===== src/rtl/scrisc_branch_pkg.sv =====
// Shared encodings for the branch resolve unit: condition-code fields and the
// 2-bit direction-predictor counter states.
package scrisc_branch_pkg;

    // Condition codes; bit 1 inverts the base test, bit 2 selects a relational test.
    localparam logic [2:0] COND_EQ  = 3'b000;
    localparam logic [2:0] COND_NE  = 3'b010;
    localparam logic [2:0] COND_LT  = 3'b100;
    localparam logic [2:0] COND_LTU = 3'b101;
    localparam logic [2:0] COND_GE  = 3'b110;
    localparam logic [2:0] COND_GEU = 3'b111;

    localparam int unsigned COND_UNS_BIT = 0;
    localparam int unsigned COND_INV_BIT = 1;
    localparam int unsigned COND_REL_BIT = 2;

    typedef enum logic [1:0] {
        CntSnt = 2'b00,
        CntWnt = 2'b01,
        CntWt  = 2'b10,
        CntSt  = 2'b11
    } bht_cnt_e;

    function automatic bht_cnt_e bht_next(input bht_cnt_e cur, input logic taken);
        bht_cnt_e nxt;
        case (cur)
            CntSnt:  nxt = taken ? CntWnt : CntSnt;
            CntWnt:  nxt = taken ? CntWt  : CntSnt;
            CntWt:   nxt = taken ? CntSt  : CntWnt;
            default: nxt = taken ? CntSt  : CntWt;
        endcase
        return nxt;
    endfunction

endpackage


===== src/rtl/branch_history_table.sv =====
// Table of 2-bit saturating direction counters: one combinational read port and
// one read-modify-write update port. Reads see the pre-update value.
import scrisc_branch_pkg::*;

module branch_history_table #(
    parameter int unsigned DEPTH = 16,
    parameter int unsigned IDX_W = $clog2(DEPTH)
) (
    input  logic             clk,
    input  logic             rst_n,
    input  logic [IDX_W-1:0] rd_idx,
    output bht_cnt_e         rd_cnt,
    input  logic             wr_en,
    input  logic [IDX_W-1:0] wr_idx,
    input  logic             wr_taken
);

    bht_cnt_e cnt_q [DEPTH];

    always_ff @(posedge clk or negedge rst_n) begin
        if (!rst_n) begin
            for (int i = 0; i < int'(DEPTH); i++) begin
                cnt_q[i] <= CntWnt;
            end
        end else if (wr_en) begin
            cnt_q[wr_idx] <= bht_next(cnt_q[wr_idx], wr_taken);
        end
    end

    assign rd_cnt = cnt_q[rd_idx];

endmodule


===== src/rtl/branch_resolve_unit.sv =====
// Branch resolve unit: combinational compare of two operands, a one-deep
// result register with valid/ready handshake, and a BHT-based direction predictor.
import scrisc_branch_pkg::*;

module branch_resolve_unit #(
    parameter int unsigned WIDTH     = 16,
    parameter int unsigned PC_W      = 16,
    parameter int unsigned BHT_DEPTH = 16,
    parameter int unsigned CNT_W     = 8
) (
    input  logic             clk,
    input  logic             rst_n,
    input  logic             lk_valid,
    input  logic [PC_W-1:0]  lk_pc,
    output logic             pred_valid,
    output logic             pred_taken,
    input  logic             rs_valid,
    output logic             rs_ready,
    input  logic [WIDTH-1:0] rs_a,
    input  logic [WIDTH-1:0] rs_b,
    input  logic [2:0]       rs_cond,
    input  logic [PC_W-1:0]  rs_pc,
    input  logic             rs_pred_taken,
    input  logic             flush,
    output logic             res_valid,
    input  logic             res_ready,
    output logic             res_taken,
    output logic             res_mispredict,
    output logic [CNT_W-1:0] misp_count
);

    localparam int unsigned IDX_W = $clog2(BHT_DEPTH);

    logic [WIDTH:0] diff;
    logic           zero, ltu, ovf, lt_s, base, taken, fire;

    logic             res_valid_q, res_valid_d;
    logic             res_taken_q, res_taken_d;
    logic             res_misp_q, res_misp_d;
    logic [CNT_W-1:0] misp_q, misp_d;
    logic             pred_valid_q, pred_taken_q;
    bht_cnt_e         rd_cnt;

    // Compare datapath: one subtract yields equality, borrow and signed less-than.
    assign diff = {1'b0, rs_a} - {1'b0, rs_b};
    assign zero = (diff[WIDTH-1:0] == '0);
    assign ltu  = diff[WIDTH];
    assign ovf  = (rs_a[WIDTH-1] != rs_b[WIDTH-1]) && (diff[WIDTH-1] != rs_a[WIDTH-1]);
    assign lt_s = diff[WIDTH-1] ^ ovf;

    always_comb begin
        base = zero;
        if (rs_cond[COND_REL_BIT]) begin
            base = rs_cond[COND_UNS_BIT] ? ltu : lt_s;
        end
        taken = base ^ rs_cond[COND_INV_BIT];
    end

    assign rs_ready = !res_valid_q || res_ready;
    assign fire     = rs_valid && rs_ready && !flush;

    always_comb begin
        res_valid_d = res_valid_q;
        res_taken_d = res_taken_q;
        res_misp_d  = res_misp_q;
        misp_d      = misp_q;
        if (flush) begin
            res_valid_d = 1'b0;
        end else if (fire) begin
            res_valid_d = 1'b1;
            res_taken_d = taken;
            res_misp_d  = taken ^ rs_pred_taken;
            if ((taken != rs_pred_taken) && (misp_q != '1)) begin
                misp_d = misp_q + CNT_W'(1);
            end
        end else if (res_ready) begin
            res_valid_d = 1'b0;
        end
    end

    always_ff @(posedge clk or negedge rst_n) begin
        if (!rst_n) begin
            res_valid_q  <= 1'b0;
            res_taken_q  <= 1'b0;
            res_misp_q   <= 1'b0;
            misp_q       <= '0;
            pred_valid_q <= 1'b0;
            pred_taken_q <= 1'b0;
        end else begin
            res_valid_q  <= res_valid_d;
            res_taken_q  <= res_taken_d;
            res_misp_q   <= res_misp_d;
            misp_q       <= misp_d;
            pred_valid_q <= lk_valid;
            if (lk_valid) begin
                pred_taken_q <= rd_cnt[1];
            end
        end
    end

    branch_history_table #(
        .DEPTH (BHT_DEPTH),
        .IDX_W (IDX_W)
    ) u_bht (
        .clk      (clk),
        .rst_n    (rst_n),
        .rd_idx   (lk_pc[IDX_W+1:2]),
        .rd_cnt   (rd_cnt),
        .wr_en    (fire),
        .wr_idx   (rs_pc[IDX_W+1:2]),
        .wr_taken (taken)
    );

    // PC bits outside the table index and the counter's low bit carry no meaning here.
    logic unused_bits;
    assign unused_bits = ^{lk_pc[PC_W-1:IDX_W+2], lk_pc[1:0],
                           rs_pc[PC_W-1:IDX_W+2], rs_pc[1:0], rd_cnt[0]};

    assign res_valid      = res_valid_q;
    assign res_taken      = res_taken_q;
    assign res_mispredict = res_misp_q;
    assign misp_count     = misp_q;
    assign pred_valid     = pred_valid_q;
    assign pred_taken     = pred_taken_q;

endmodule


===== config.mk =====
export PLATFORM = sky130hd
export DESIGN_NAME = branch_resolve_unit
export DESIGN_NICKNAME = d
export VERILOG_FILES = /design/src/rtl/scrisc_branch_pkg.sv /design/src/rtl/branch_history_table.sv /design/src/rtl/branch_resolve_unit.sv
export SDC_FILE = /design/constraint.sdc
export NUM_CORES = 1
export LEC_CHECK = 0
export BUFFER_PORTS_ARGS = -buffer_cell sky130_fd_sc_hd__buf_4
export CAP_MARGIN = 20
export CORE_MARGIN = 10
export CORE_UTILIZATION = 31
export DETAILED_ROUTE_END_ITERATION = 8
export PLACE_DENSITY = 0.56
export SLEW_MARGIN = 10
export SYNTH_ARGS = -nofsm -noshare
export SYNTH_HDL_FRONTEND = slang
export SYNTH_SLANG_ARGS = --single-unit

===== constraint.sdc =====
create_clock -name clk -period 2.95 [get_ports clk]
set_input_delay 0.59 -clock clk [delete_from_list [all_inputs] [get_ports clk]]
set_output_delay 0.59 -clock clk [all_outputs]
set_load 0.05 [all_outputs]

# Word-level counts from Yosys, hierarchy flattened
# Index checks and enable logic that the tools add are counted.
# word_totals
regBits	45
latch_bits	0
mem_bits_rw	0
romBits	0
inputBits	74
output_inout_bits	14
wordCells	72
memories	0
# classes
add_sub_neg	2
n_mul	0
n_div	0
n_lt_le_gt_ge	3
eq_ne	6
shifts	0
mux	20
n_bitwise	6
n_reduce_logical	13
# op_table
cell	count
32-bit bitwise mux	1
16-bit by 16-bit subtractor with 17-bit output	1
2-bit binary-select mux with 4-bit select	2
16-bit zero test	1
2-bit 2-to-1 mux	8
5-bit greater-or-equal comparator (second input constant)	2
4-bit NOT with 5-bit output	2
8-bit by 1-bit adder with 8-bit output (second input constant)	1
2-bit demux with 4-bit select	1
8-bit != test (second input constant)	1
1-bit 2-to-1 mux	7
2-bit one-hot mux with 3 select lines	1
1-bit logical AND	5
5-bit by 1-bit less-than comparator with 1-bit output (second input constant)	1
1-bit != test	3
3-bit AND reduction	1
3-bit nonzero test	1
1-bit bitwise XOR	3
2-bit by 1-bit == test with 1-bit output (second input constant)	1
2-bit == test (second input constant)	1
1-bit zero test	2
2-bit zero test	1
2-bit AND reduction	1
1-bit logical OR	1
1-bit NOT	1

# Longest topological paths before layout
# Gate-level depths: netlist of run 1.
# depth
ltp_word	11
ltp_mapped	19
mapped_depth_nobuf	17

# By module
# Synthesis of run 1 repeated with hierarchy kept, for this count alone.
# hier_totals
cells_unflattened	367
area_unflattened_um2	3522.1
# by_module_without_submodules
module	instances	cells_each	area_per_inst_um2	seq_area_each_um2
branch_history_table	1	198	2043.2	820.8
branch_resolve_unit	1	169	1478.9	325.3

# Worst setup path after synthesis of run 1
# OpenSTA, ideal clock, no wires.
# synth_path
path_kind	input to register
start	in rs_b[2]
end	reg u_bht.cnt_q[7] (netlist name)
setup_time_ns	0.125
arrival_time_ns	4.161
required_time_ns	2.825
slack_ns	-1.336
cell_stages	18
path_buffers	1
path_cell_list	inv_1 ha_1 nand3b_1 a21oi_2 a22oi_1 o41ai_1 or2_2 fa_1 nor4_1 nand2_1 nor4_1 and4_1 nand4b_1 o211a_2 xnor2_1 maj3_2 buf_2 mux2_2
# synth_between
elab_chain_cells	11
word_cells_on_any_way	13
classes_between	1 x add/sub; 1 x eq/ne; 7 x mux; 2 x bitwise; 2 x reduce/logical
# synth_rtl
item	line	text
start, declared	branch_resolve_unit.sv:20	input logic [WIDTH-1:0] rs_b,
16-bit by 16-bit subtractor with 17-bit output *	branch_resolve_unit.sv:45	assign diff = {1'b0, rs_a} - {1'b0, rs_b};
1-bit != test	branch_resolve_unit.sv:48	assign ovf = (rs_a[WIDTH-1] != rs_b[WIDTH-1]) && (diff[WIDTH-1] != rs_a[WIDTH-1]);
1-bit logical AND	branch_resolve_unit.sv:48	
1-bit bitwise XOR	branch_resolve_unit.sv:49	assign lt_s = diff[WIDTH-1] ^ ovf;
1-bit 2-to-1 mux	branch_resolve_unit.sv:54	base = rs_cond[COND_UNS_BIT] ? ltu : lt_s;
1-bit 2-to-1 mux *	branch_resolve_unit.sv:53	if (rs_cond[COND_REL_BIT]) begin
1-bit bitwise XOR *	branch_resolve_unit.sv:56	taken = base ^ rs_cond[COND_INV_BIT];
2-bit 2-to-1 mux (on tied branches)	scrisc_branch_pkg.sv:29, scrisc_branch_pkg.sv:28	
2-bit one-hot mux with 3 select lines *	scrisc_branch_pkg.sv:26	case (cur)
2-bit 2-to-1 mux *	branch_history_table.sv:25	end else if (wr_en) begin
32-bit bitwise mux *	branch_history_table.sv:26	cnt_q[wr_idx] <= bht_next(cnt_q[wr_idx], wr_taken);
end signal, assigned by index	branch_history_table.sv:23	cnt_q[i] <= CntWnt;
end signal, assigned by index	branch_history_table.sv:26	
end, declared	branch_history_table.sv:18	bht_cnt_e cnt_q [DEPTH];
# Mark *: on every way between the ends. The rest lies on a longest branch, timed or not. The select of a mux whose other input is x is not followed.
# A chain may end at the register's enable or synchronous reset.

# Worst setup path in the final report of run 1
# layout_path
start	in rs_a[2]
end	reg u_bht.cnt_q[25] (netlist name)
# layout_between
elab_chain_cells	11
word_cells_on_any_way	13
classes_between	1 x add/sub; 1 x eq/ne; 7 x mux; 2 x bitwise; 2 x reduce/logical
# layout_rtl
item	line	text
start, declared	branch_resolve_unit.sv:19	input logic [WIDTH-1:0] rs_a,
16-bit by 16-bit subtractor with 17-bit output *	branch_resolve_unit.sv:45	
1-bit != test	branch_resolve_unit.sv:48	
1-bit logical AND	branch_resolve_unit.sv:48	
1-bit bitwise XOR	branch_resolve_unit.sv:49	
1-bit 2-to-1 mux	branch_resolve_unit.sv:54	
1-bit 2-to-1 mux *	branch_resolve_unit.sv:53	
1-bit bitwise XOR *	branch_resolve_unit.sv:56	
2-bit 2-to-1 mux (on tied branches)	scrisc_branch_pkg.sv:29, scrisc_branch_pkg.sv:28	
2-bit one-hot mux with 3 select lines *	scrisc_branch_pkg.sv:26	
2-bit 2-to-1 mux *	branch_history_table.sv:25	
32-bit bitwise mux *	branch_history_table.sv:26	
# Marked as above.

==> run summary, run 1 <==
status: finished, violations left
failing checks: setup timing
Area Overhead vs Synth: 46.0%
full die area: 15,100 um^2
CTS root buffer: clkbuf_8
H-tree lvl count: 2
Syn Nets: 406
GPL Wtd Cong: 0.890
Routed WL: 8.88 mm
most frequent cells after synthesis: mux2_2, dfrtp_1, nor2_1
sequential-to-total area share from yosys stat: 35.1%
ratio of cells with drive above 1 in the final layout: 54.1%
Primary FF master, synth: dfrtp_1
total of max-cap violations: 0
Unique masters post-synth: 54
worst hold path class: input pin to asynchronous set/reset pin
Post-Layout Inst Area: 4770 um^2
remaining antenna violation count: 0
first-pass GRT wire length: 14.7 mm
antenna cells: 0
r2r startpoint: u_bht.cnt_q[1]
clock slew at reported path FFs: 0.09 ns
Layout fillers: 994
Netlist Area Pre-Place: 3270 um^2
Peak Freq: 252 MHz
yosys warns: 0
nets: 518
setup TNS: -39.98 ns
Inst Count DP: 549
GRT Overall Usage: 12.0%
flops & latches, synth: 45
largest net degree at the start of global routing: 46
CP endpoint kind: flip-flop
vias per inst: 4.99
GRT overflow: 0
cell taking the most area after synthesis: dfrtp_1
vias in the first global route: 2,920
clk buf depth: 2
post-synth top area share: 22.2%
Worst Clk Skew: 0.00828 ns
Arr. time, crit path: 4.16 ns
most common cell in the netlist: mux2_2
fin crit period: 3.96 ns
worst skew pair latency: 0.31 ns
Synth area leaders: dfrtp_1, dfstp_2, mux2_2, mux4_2, ha_1
boundary pin count: 88
final cell count without fillers: 563
worst-path maximum fanout: 8
vias: 2,809
Initial Utilization: 31.8%
Die Height: 123 um
TritonCTS clock tree: yes
Final Hold Fails: 0
RSZ-0062 raised after global routing: true
# setup viols final: 42
post-DP HPWL: 6.87 mm
Tot Pwr: 2350 uW
syn_area_per_cell: 10.4 um^2
cell row count: 37
Crit Path Class: input pin to flip-flop
P_leak: 0.00215 uW
die width: 123 um
min setup slack post-route: -1.01 ns
DR pass1 iterations: 4
CP startpoint: rs_a[2]
FF/Latch Area: 1150 um^2
Num Clock Sinks: 45
power per cell area: 493 nW/um^2
number of buffers created by CTS: 5
reg2reg path depth: 4
Least-Margin Pin Slew: 0.559 ns
placed cell area: 4470 um^2
Critical Path RT: 3.14 ns
# DRC: 0
Worst Setup Start Kind: input pin
max-slew violations: 0
drt wl/cell: 15.8 um
number of flops mapped to enable cells by yosys: 0
Final period util: 134%
IO buf count: 63
initial antenna violation count: 0
Mapped Cells: 314
area occupied by multi-input gates: 2400 um^2
Iteration-0 DRC Markers: 144
ys async rst share: 100%
relative slew slack: 62.7%
hold_buf cts: 0
Core Footprint: 10,300 um^2
Peak VDD IR: 0.000478 V
==> timing repair <==
| action | in CTS | in global routing |
|---|---|---|
| pin swaps | 12 | 3 |
| cloned | 2 | 0 |
| endpoints found under the setup margin | 42 | 42 |
| setup buffers | 4 | 0 |
| resized for setup | 25 | 6 |
==> worst paths after layout <==
path / end / slack [ns]
min in group clk: pred_valid / 0.39
worst min-delay path: u_bht.cnt_q[23] / 0.26
worst max-delay path: u_bht.cnt_q[25] / -1.01
worst max register to register: u_bht.cnt_q[25] / 0.66
max in group asynchronous: u_bht.cnt_q[28] / 2.30
worst min register to register: misp_count[5] / 0.50
==> state kept, by name, summed over array words and instances, names as in the netlist <==
| register | count |
|---|---|
| pred_taken | 1 |
| res_mispredict | 1 |
| u_bht.cnt_q | 32 |
| res_taken | 1 |
| misp_count | 8 |
| res_valid | 1 |
| pred_valid | 1 |
==> final cells by class <==
cell class                 count  area share, %
clock inverter                 2          0.288
clock buffer                   6           1.73
sequential                    45           24.0
inverter                      24           2.20
multi-input combinational    239           50.2
timing repair buffer         111           18.0
tap                          136           3.56
==> worst max-delay path: stages <==
cell and delay, ns:
buf_6 0.09, ha_4 0.28, nand3b_1 0.14, a21oi_4 0.20, a22oi_2 0.10, o41ai_2 0.26
or2_4 0.19, fa_1 0.41, nor4_1 0.28, nand2_1 0.10, nor4_2 0.12, and4_1 0.21
nand4b_1 0.13, o211a_4 0.20, xnor2_4 0.16, maj3_2 0.39, mux2_4 0.29
==> placed cells by master, fill, tap and decap left out, types with 5 or more instances in the layout <==
master	n
mux2_2	14
inv_1	20
mux4_2	15
ha_1	7
dfstp_2	16
nor2_1	28
a21oi_1	5
clkbuf_8	6
nand3_1	11
mux2_4	22
o21ai_0	9
nand2_1	20
ha_4	9
nand2b_1	8
dfrtp_1	29
buf_4	106
==> stage by stage <==
step	util [%]	setup slack, ns	hold WS, ns
floorplan	-	-1.11	0.294
global placement	43.5	-1.36	0.484
detailed placement	43.5	-1.42	0.493
CTS	46.2	-0.994	0.291
global route	46.4	-1.24	0.308
finish	46.4	-1.01	0.263
==> where the power goes <==
part / internal (uW) / leakage, uW / switching [uW]
Sequential: 787 / 0.000549 / 97.6
Clock: 190 / 0.0000512 / 231
Combinational: 520 / 0.00155 / 526
==> metal layers <==
metal  routed length (um)  global-route usage [%]
met5                    0                       0
met4                   88                    3.09
met3                  390                    2.43
met2                 4440                    20.7
met1                 3960                    15.0
==> logic make-up (layout without fill, tap and decap cells) <==
kind of cell / Yosys count / count (layout) / synth area share, %
mux: 54 / 54 / 23.7
simple gates: 106 / 106 / 16.8
flops: 45 / 45 / 35.1
buf+inv: 32 / 143 / 3.79
fa+ha+maj: 20 / 22 / 7.81
compound gates: 48 / 48 / 10.0
xor+xnor: 9 / 9 / 2.87
(Power assumes the default switching activity.)
==> run 2: changes to the inputs <==
--- a/config.mk
+++ b/config.mk
@@ -7,10 +7,12 @@
 export LEC_CHECK = 0
 export BUFFER_PORTS_ARGS = -buffer_cell sky130_fd_sc_hd__buf_4
 export CAP_MARGIN = 20
+export CELL_PAD_IN_SITES_DETAIL_PLACEMENT = 0
+export CELL_PAD_IN_SITES_GLOBAL_PLACEMENT = 1
 export CORE_MARGIN = 10
 export CORE_UTILIZATION = 31
 export DETAILED_ROUTE_END_ITERATION = 8
-export PLACE_DENSITY = 0.56
+export PLACE_DENSITY = 0.68
 export SLEW_MARGIN = 10
 export SYNTH_ARGS = -nofsm -noshare
 export SYNTH_HDL_FRONTEND = slang
==> run 2 against run 1 <==
  * The flow still finishes with violations (setup timing)
  * Count of clock-buffer cells in the layout stayed put
  * Via count up 2.4%
  * Largest cell class unchanged
  * Core utilization is 1.1 points higher
  * Highest routed layer unchanged
  * Final cell count rose by 0.89%
  * Maximum frequency grew 0.86%
  * First-iteration DRC count fell by 19%
  * Clock power is 11% higher
  * Critical path depth up 1
  * Total power rose by 3.6%
  * Register-to-register slack got worse by 0.11 ns
  * Hold slack gained 0.0054 ns
==> run summary, run 2 (synthesis gave the netlist of run 1 again) <==
status: finished, violations left
failing checks: setup timing
full die area: 15,100 um^2
commonest non-fill, non-tap cell in the layout: buf_4
Die Height: 123 um
initial antenna violation count: 0
Critical Path RT: 3.13 ns
max-slew violations: 0
Reg-to-Reg End: u_bht.cnt_q[25]
total of max-cap violations: 0
FF/Latch Area: 1150 um^2
# setup viols final: 42
H-tree lvl count: 2
Area Overhead vs Synth: 49.5%
boundary pin count: 88
number of buffers created by CTS: 5
Worst Clk Skew: 0.0105 ns
power per cell area: 499 nW/um^2
RSZ-0062 raised after global routing: true
commonest cells after routing, fill and taps aside: buf_4, dfrtp_1, nor2_1
worst skew pair latency: 0.30 ns
CP Capture Point: u_bht.cnt_q[3]
antenna cells: 0
min setup slack post-route: -0.981 ns
reg2reg setup slack: 0.55 ns
Post-Layout Inst Area: 4890 um^2
fin crit period: 3.93 ns
relative slew slack: 50.7%
Crit Path Class: input pin to flip-flop
Peak VDD IR: 0.000479 V
clk buf depth: 2
Final period util: 133%
P_leak: 0.00219 uW
clock slew at reported path FFs: 0.09 ns
Least-Margin Pin Slew: 0.737 ns
CP startpoint: rs_b[2]
GRT Overall Usage: 12.1%
Core Footprint: 10,300 um^2
vias per inst: 5.07
placed cell area: 4510 um^2
GPL Wtd Cong: 0.854
Tot Pwr: 2440 uW
Largest Register: u_bht.cnt_q
vias in the first global route: 3,010
worst-path maximum fanout: 8
CP endpoint kind: flip-flop
IO buf count: 63
max reg flops: 32
CTS root buffer: clkbuf_8
r2r startpoint: res_valid
Arr. time, crit path: 4.11 ns
nets: 523
Worst Setup Start Kind: input pin
DR pass1 iterations: 4
setup TNS: -39.40 ns
area occupied by multi-input gates: 2420 um^2
first-pass GRT wire length: 14.9 mm
largest net degree at the start of global routing: 46
reg2reg path depth: 6
vias: 2,877
worst hold path class: input pin to asynchronous set/reset pin
Initial Utilization: 31.8%
cell row count: 37
remaining antenna violation count: 0
Iteration-0 DRC Markers: 117
drt wl/cell: 15.9 um
die width: 123 um
post-DP HPWL: 6.95 mm
GRT overflow: 0
ratio of cells with drive above 1 in the final layout: 55.3%
Layout fillers: 961
Routed WL: 9.02 mm
pre-CTS setup slack: -1.48 ns
Final Hold Fails: 0
Num Clock Sinks: 45
TritonCTS clock tree: yes
# DRC: 0
Peak Freq: 254 MHz
[run 2: routing by layer]
metal  track usage (%)  wire (um)  up-vias
met1              15.4       4000     1377
met5                 0          0        -
met4              3.09        129        0
met2              20.2       4320       96
li1                  -          -     1393
met3              2.62        565       11
[run 2: how the worst min path moves through the flow]
stage / slack, ns / start / end / cells after the start
after floorplan: 0.29 / rst_n / misp_count[0] / 0
after global placement: 0.47 / res_mispredict / res_mispredict / 2
after detailed placement: 0.48 / misp_count[5] / misp_count[5] / 1
after CTS: 0.29 / rst_n / pred_taken / 1
after global routing: 0.30 / rst_n / pred_valid / 1
final: 0.27 / rst_n / pred_taken / 1
[run 2: worst max-delay path: stages]
cell and delay (ns):
buf_6 0.07, inv_4 0.03, ha_4 0.26, nand3b_1 0.14
a21oi_4 0.21, a22oi_2 0.09, o41ai_2 0.26, or2_4 0.19
fa_1 0.43, nor4_2 0.26, nand2_1 0.09, nor4_2 0.12
and4_1 0.21, nand4b_1 0.12, o211a_4 0.20, xnor2_4 0.15
maj3_2 0.40, mux2_4 0.28
[run 2: cell type report]
cell class | instances | share of cell area [%]
clock inverters | 2 | 0.793
inverters | 24 | 2.20
repair buffers | 116 | 19.1
clock buffers | 6 | 1.48
multi-input cells | 239 | 49.5
well taps | 136 | 3.48
flip-flops and latches | 45 | 23.4
[run 2: power by group]
part / internal [uW] / total [uW] / switching [uW]
registers: 786 / 886 / 99.3
clock network: 254 / 466 / 212
logic: 545 / 1090 / 541
total: 1590 / 2440 / 852
[run 2: repair_timing]
action                                  CTS  global route
cloned                                    2             0
resized for setup                        34            10
buffers inserted                          6             3
endpoints found under the setup margin   42            42
hold buffers                              0             0
pin swaps                                16             3
[run 2: stage by stage]
step | cells | hold WS [ns] | util, %
floorplan | 314 | 0.294 | -
global placement | 552 | 0.472 | 43.9
detailed placement | 552 | 0.483 | 43.9
CTS | 568 | 0.291 | 47.2
global route | 568 | 0.305 | 47.6
finish | 568 | 0.269 | 47.6
